<file path="src/rtl/mux32_rr_arbiter.sv">
// -----------------------------------------------------------------------------
// mux32_rr_arbiter
//   Two-requester round-robin multiplexer feeding a single registered output
//   slot. A word is accepted whenever the output slot is empty or is being
//   drained in the same cycle, so a continuously ready consumer sees one word
//   per clock with no bubble. When both requesters are active, the one that was
//   not granted most recently wins.
//
// Ports
//   clk      : system clock, rising-edge active
//   clrn     : asynchronous active-low reset
//   req0/1   : requester N holds a valid word
//   a0/a1    : requester N data (WIDTH bits)
//   ack0/1   : requester N word accepted this cycle (combinational)
//   y_valid  : output slot holds a word
//   y        : registered output word
//   y_src    : index of the requester that supplied y
//   y_ready  : consumer takes y this cycle when y_valid=1
//   cnt0/1   : saturating (255) count of words accepted per requester
// -----------------------------------------------------------------------------
module mux32_rr_arbiter #(
    parameter int WIDTH = 32
) (
    input  logic             clk,
    input  logic             clrn,
    input  logic             req0,
    input  logic [WIDTH-1:0] a0,
    output logic             ack0,
    input  logic             req1,
    input  logic [WIDTH-1:0] a1,
    output logic             ack1,
    output logic             y_valid,
    output logic [WIDTH-1:0] y,
    output logic             y_src,
    input  logic             y_ready,
    output logic [7:0]       cnt0,
    output logic [7:0]       cnt1
);

    typedef enum logic {
        ST_EMPTY = 1'b0,
        ST_FULL  = 1'b1
    } state_t;

    state_t state_r;
    logic   last_grant_r;
    logic   accept_s;
    logic   grant0_s;
    logic   grant1_s;
    logic   ack0_s;
    logic   ack1_s;

    // Counter increment that sticks at the top value instead of wrapping.
    function automatic logic [7:0] sat_inc(input logic [7:0] value);
        logic [7:0] result;
        if (value == 8'hFF) begin
            result = value;
        end else begin
            result = value + 8'd1;
        end
        return result;
    endfunction

    // Slot can take a new word when empty, or when full and being drained now.
    assign accept_s = (state_r == ST_EMPTY) | y_ready;

    // Round-robin selection: on contention, favour the requester not granted last.
    always_comb begin
        grant0_s = 1'b0;
        grant1_s = 1'b0;
        if (req0 && req1) begin
            if (last_grant_r) begin
                grant0_s = 1'b1;
            end else begin
                grant1_s = 1'b1;
            end
        end else if (req0) begin
            grant0_s = 1'b1;
        end else if (req1) begin
            grant1_s = 1'b1;
        end else begin
            grant0_s = 1'b0;
            grant1_s = 1'b0;
        end
    end

    // Acks are gated by clrn so that nothing is handshaken while held in reset.
    assign ack0_s = clrn & accept_s & grant0_s;
    assign ack1_s = clrn & accept_s & grant1_s;
    assign ack0   = ack0_s;
    assign ack1   = ack1_s;

    assign y_valid = (state_r == ST_FULL);

    // Output FSM with the data slot, source tag, round-robin pointer and counters.
    always_ff @(posedge clk or negedge clrn) begin
        if (!clrn) begin
            state_r      <= ST_EMPTY;
            y            <= '0;
            y_src        <= 1'b0;
            last_grant_r <= 1'b1;   // makes requester 0 win the first contention
            cnt0         <= 8'd0;
            cnt1         <= 8'd0;
        end else begin
            case (state_r)
                ST_EMPTY, ST_FULL: begin
                    if (accept_s) begin
                        if (ack0_s) begin
                            y            <= a0;
                            y_src        <= 1'b0;
                            last_grant_r <= 1'b0;
                            state_r      <= ST_FULL;
                            cnt0         <= sat_inc(cnt0);
                        end else if (ack1_s) begin
                            y            <= a1;
                            y_src        <= 1'b1;
                            last_grant_r <= 1'b1;
                            state_r      <= ST_FULL;
                            cnt1         <= sat_inc(cnt1);
                        end else begin
                            // Slot drained (or stayed empty) with nothing to refill it.
                            state_r <= ST_EMPTY;
                        end
                    end else begin
                        state_r <= state_r;   // stalled: hold word and tag
                    end
                end
                default: begin
                    state_r <= ST_EMPTY;
                end
            endcase
        end
    end

endmodule
</file>
<file path="config.mk">
export PLATFORM = sky130hd
export DESIGN_NAME = mux32_rr_arbiter
export DESIGN_NICKNAME = d
export VERILOG_FILES = /design/src/rtl/mux32_rr_arbiter.sv
export SDC_FILE = /design/constraint.sdc
export NUM_CORES = 1
export LEC_CHECK = 0
export BUFFER_PORTS_ARGS = -buffer_cell sky130_fd_sc_hd__buf_2
export CAP_MARGIN = 0
export CELL_PAD_IN_SITES_DETAIL_PLACEMENT = 1
export CELL_PAD_IN_SITES_GLOBAL_PLACEMENT = 1
export CORE_AREA = 2 2 107 68
export CTS_BUF_LIST = sky130_fd_sc_hd__clkbuf_4 sky130_fd_sc_hd__clkbuf_8
export CTS_CLUSTER_DIAMETER = 60
export CTS_CLUSTER_SIZE = 20
export DETAILED_ROUTE_END_ITERATION = 10
export DIE_AREA = 0 0 109 70
export GPL_ROUTABILITY_DRIVEN = 0
export PLACE_DENSITY_LB_ADDON = 0.1
export REMOVE_ABC_BUFFERS = 1
export SLEW_MARGIN = 20
export SYNTH_ARGS = -nofsm -noshare
export SYNTH_HDL_FRONTEND = slang
export SYNTH_SLANG_ARGS = --single-unit
export TNS_END_PERCENT = 20
</file>
<file path="constraint.sdc">
create_clock -name clk -period 3.64 [get_ports clk]
set_input_delay 0.182 -clock clk [delete_from_list [all_inputs] [get_ports clk]]
set_output_delay 0.182 -clock clk [all_outputs]
set_load 0.03 [all_outputs]
</file>
### After elaboration in Yosys (flattened, before gate mapping)

Cells that the tools add are included.

* add/sub/neg operators: 2
* equal/unequal tests: 2
* mux-type cells: 13
* bitwise logic cells: 8
* reduce and logical (&&, ||, !) cells: 5

Operator list (number)
* $mux 32: 2
* $add 8x1->8 const B: 2
* $eq 8x8->1 const B: 2
* $mux 1: 11
* $not 1->1: 4
* $reduce_and 4->1: 1
* $and 1x1->1: 3
* $reduce_and 3->1: 1
* $reduce_and 2->1: 1
* $reduce_bool 2->1: 1
* $logic_and 1x1->1: 1
* $or 1x1->1: 1

* bits in registers: 51
* output and inout port bits: 52
* word-level logic and storage cells: 36

### Depth between registers and ports, before layout

* depth in word-level cells: 6
* depth in mapped cells: 7
* mapped depth without buffers: 5

### Least setup slack after synthesis

No wires, ideal clock.

* kind: register to register
* start: reg cnt0[0]
* end: reg cnt0[1]
* library setup time: 125 ps
* arrival time: 1618 ps
* setup slack: 1897 ps
* cell stages (with the launch flop): 6
* path buffers: 0
* period minus slack after synthesis: 1743 ps
* path through: dfrtp_1 ha_1 nand3_1 and2b_1 nor2_1 mux2_2

* word-level cells in the longest chain between the ends: 3
* elaborated cells on any way between the ends: 4

RTL lines
* start, declared: RTL line 36 `output logic [7:0] cnt0,`
* start signal, assigned: RTL line 113 `cnt0 <= sat_inc(cnt0);`
* parallel branches: the longest is 3 deep, another holds $add 8x1->8

Parallel ways; which one is timed is not known.
A chain may end at the register's enable or synchronous reset.

### Worst setup path after layout

* start: reg last_grant_r
* end: out ack0

* word-level cells in the longest chain between the ends: 3

RTL lines
* start, declared: RTL line 46 `logic last_grant_r;`
* start signal, assigned: RTL line 101 `last_grant_r <= 1'b1;`
* start signal, assigned: RTL line 111 `last_grant_r <= 1'b0;`
* start signal, assigned: RTL line 117 `last_grant_r <= 1'b1;`
* $mux 1: RTL line 72 `if (last_grant_r) begin`
* $mux 1: RTL line 71 `if (req0 && req1) begin`
* $and 1x1->1: RTL line 88 `assign ack0_s = clrn & accept_s & grant0_s;`
* end, declared: RTL line 28 `output logic ack0,`

No other way between the ends.

==> key figures <==
Floorplan
  • Row count: 24
  • Die height: ~70 µm
  • Die width: 109 µm
  • DIE AREA: between 7000 and 8000 µm²
  • CORE AREA: 6820 µm²
  • Ports: between 100 and 150
  • Initial standard-cell utilization of the core: 34.0%

Yosys
  • Synth area leader: dfrtp_1
  • Synth Area in Adders: under 10%
  • Compound-gate portion of the synthesized area: 13.8%
  • Ranking of synthesized cells by area: dfrtp_1, nand2_1, a22oi_1
  • Number of enable flip-flop cells after synthesis: 0
  • Avg Cell Area, Syn: ~10 µm²
  • Main combinational cell family by area after synthesis: simple AND/OR/NAND/NOR gates
  • Mapped Cells: 222
  • Synth Area in Simple Gates: 19.8%
  • Proportion of netlist area held by the largest area contributor: 53.9%
  • Synth unique cells: 35
  • Most numerous cell in the Yosys netlist: nand2_1
  • Most frequent cells after synthesis: nand2_1, dfrtp_1, a22oi_1, mux2_2, nand4_1
  • Synthesized cell area: 2320 µm²
  • Post-synthesis sequential area ratio: ~55%
  • Synth Warn #: 0
  • Mux contribution to synthesized area: 4.05%
  • Synth async-reset ratio: 100%
  • Prevailing post-synth register cell: dfrtp_1
  • Post-Synth XOR/XNOR Area: 2.27%
  • #FFs+latches synth: 51

STA
  • Fmax: 0.438 GHz
  • Clock skew: ~6.5 ps
  • Worst slew margin: 54.8%
  • Final Hold Viols: 0
  • Final setup viols: 0
  • Setup_tns: 0 ps
  • Fin. max-slew vios: 0
  • Fin crit share: between 60% and 70%
  • Slew @ Worst Pin: 677 ps
  • Post-layout minimum cycle time: 2280 ps
  • RSZ-0062 raised after global routing: no

CTS
  • Root Buffer: clkbuf_8
  • Hold_buf cts: 0
  • H-tree levels: 2
  • Total CTS buffers: 5
  • Clock Sink Count: 51
  • Setup Fix Bufs, Post-CTS: 0
  • CTS tree: yes
  • Max clock buf depth: 2
  • Clock Pin Slew Worst Setup and Hold Paths: 90 ps
  • Worst-Skew Late Latency: about 300 ps
  • Post-cts sizing count: 0

Drt
  • Post-route ant nets: 0
  • DR pass1 iterations: 4
  • Iteration-0 DRC Markers: 99
  • Wirelength per Cell: about 15 µm
  • Final Routed Wirelength: 6.70 mm
  • Via density per instance: just under 5
  • Vias: 2,104
  • DR DRC count: 0

Setup path
  • R2R Path Start: y_valid
  • WP data required: 3460 ps
  • Worst path cell trace: nand2b_1 > nand4_2 > inv_2 > buf_2
  • Critical Path Start Type: flip-flop
  • Crit Path Class: flip-flop to output pin
  • Top delay family on crit path: buffers and inverters
  • Crit Path Max Fanout: 36
  • CP max stage delay: 580 ps
  • CP Capture Type: output pin
  • Reg2reg setup slack: 1550 ps
  • Crit path arrival time: between 2000 and 2500 ps
  • Worst path slowest cell: inv_2
  • Worst Reg-to-Reg Cells: 5
  • Crit path buf inv count: 2
  • Worst r2r dst: cnt1[1]

Power
  • Peak supply drop: 210 µV
  • Reported leakage power: 1.68 nW
  • Power Density: 635 nW/µm²

GRT
  • Largest net degree at the start of global routing: 55
  • Gr ovfl total: 0
  • Vias in the first global route: 2,273
  • Initial antenna violation count: 0
  • First-pass GRT wire length: between 10 and 15 mm
  • GR Util All Layers: between 10% and 20%

Final layout
  • Syn-to-layout area delta: 32.7%
  • Nets: 412
  • Layout cell share with drive strength beyond 1: roughly 42%
  • Diodes inserted: 0
  • Final Instance Area: just over 3000 µm²

Min path
  • Worst Hold Class: primary input to asynchronous set/reset pin

Place
  • I/O Buffers: 120
  • Final HPWL DP: 4.77 mm
  • Area post-placement: 2970 µm²

Outcome
  • Status: completed

Run
  • Max-cap violations: 0
==> sequential cells by signal, indices dropped and copies added, names as in the netlist <==
signal        flops
y                32
y_valid           1
last_grant_r      1
y_src             1
cnt1              8
cnt0              8
==> cell type report <==
| cell class | instances | area, µm² |
|---|---|---|
| timing repair buffer | 123 | 623 |
| tap | 91 | 114 |
| fill | 816 | 3740 |
| multi-input combinational | 158 | 952 |
| sequential | 51 | 1280 |
| inverter | 2 | 7.51 |
| clock buffer | 8 | 104 |
==> logic make-up after synthesis <==
kind of cell,Yosys count
AO/OA/AOI/OAI,44
XOR/XNOR,6
adder cells (fa/ha/maj),2
buffers and inverters,13
flip-flops,51
multiplexers,8
AND/OR/NAND/NOR,98
==> cell usage in the layout (no fill, tap or decap), types with 2 or more instances in the layout <==
master / instances
nand4_1: 7
nor3_1: 3
nand3_1: 5
clkbuf_8: 7
buf_2: 120
nand2_1: 69
xor2_1: 5
nand4_2: 2
ha_1: 2
and4_1: 2
dfrtp_1: 50
nand2b_1: 3
nor2_1: 2
a21oi_1: 2
and3_1: 2
mux2_2: 7
o21a_1: 2
buf_4: 3
a22oi_1: 32
a31oi_1: 3
==> routing by layer <==
layer | vias up | wire (µm) | global-route usage [%]
met5 | - | 0 | 0
met4 | 0 | 47 | 3.56
met2 | 74 | 2840 | 28.5
li1 | 1022 | - | -
met3 | 8 | 515 | 5.04
met1 | 1000 | 3300 | 26.0
==> how the worst max path moves through the flow <==
stage                       from      end  slack [ps]  cells past startpoint
floorplan                y_valid  cnt1[1]        1250                      4
CTS                 last_grant_r     ack0        1300                      4
global route        last_grant_r     ack0        1220                      4
finish              last_grant_r     ack0        1360                      4
global placement         y_valid  cnt1[1]        1600                      5
detailed placement       y_valid  cnt1[1]        1540                      5
==> metrics by stage <==
step                utilization, %  hold WS, ps  power [mW]  worst slack [ps]  instances
finish                        45.2         88.2        1.95              1360        433
global route                  45.2         88.5        2.09              1220        433
CTS                           45.2         81.9        1.98              1300        433
detailed placement            43.6          403        1.61              1540        425
global placement              43.6          397        1.58              1600        425
floorplan                        -         -114        1.32              1250        211
==> where the power goes <==
part	leakage [nW]	switching (mW)	internal, mW
clock network	0.0549	0.184	0.181
registers	0.635	0.135	0.708
logic	0.987	0.509	0.238
Note: power is estimated with default switching activity, not from simulation.
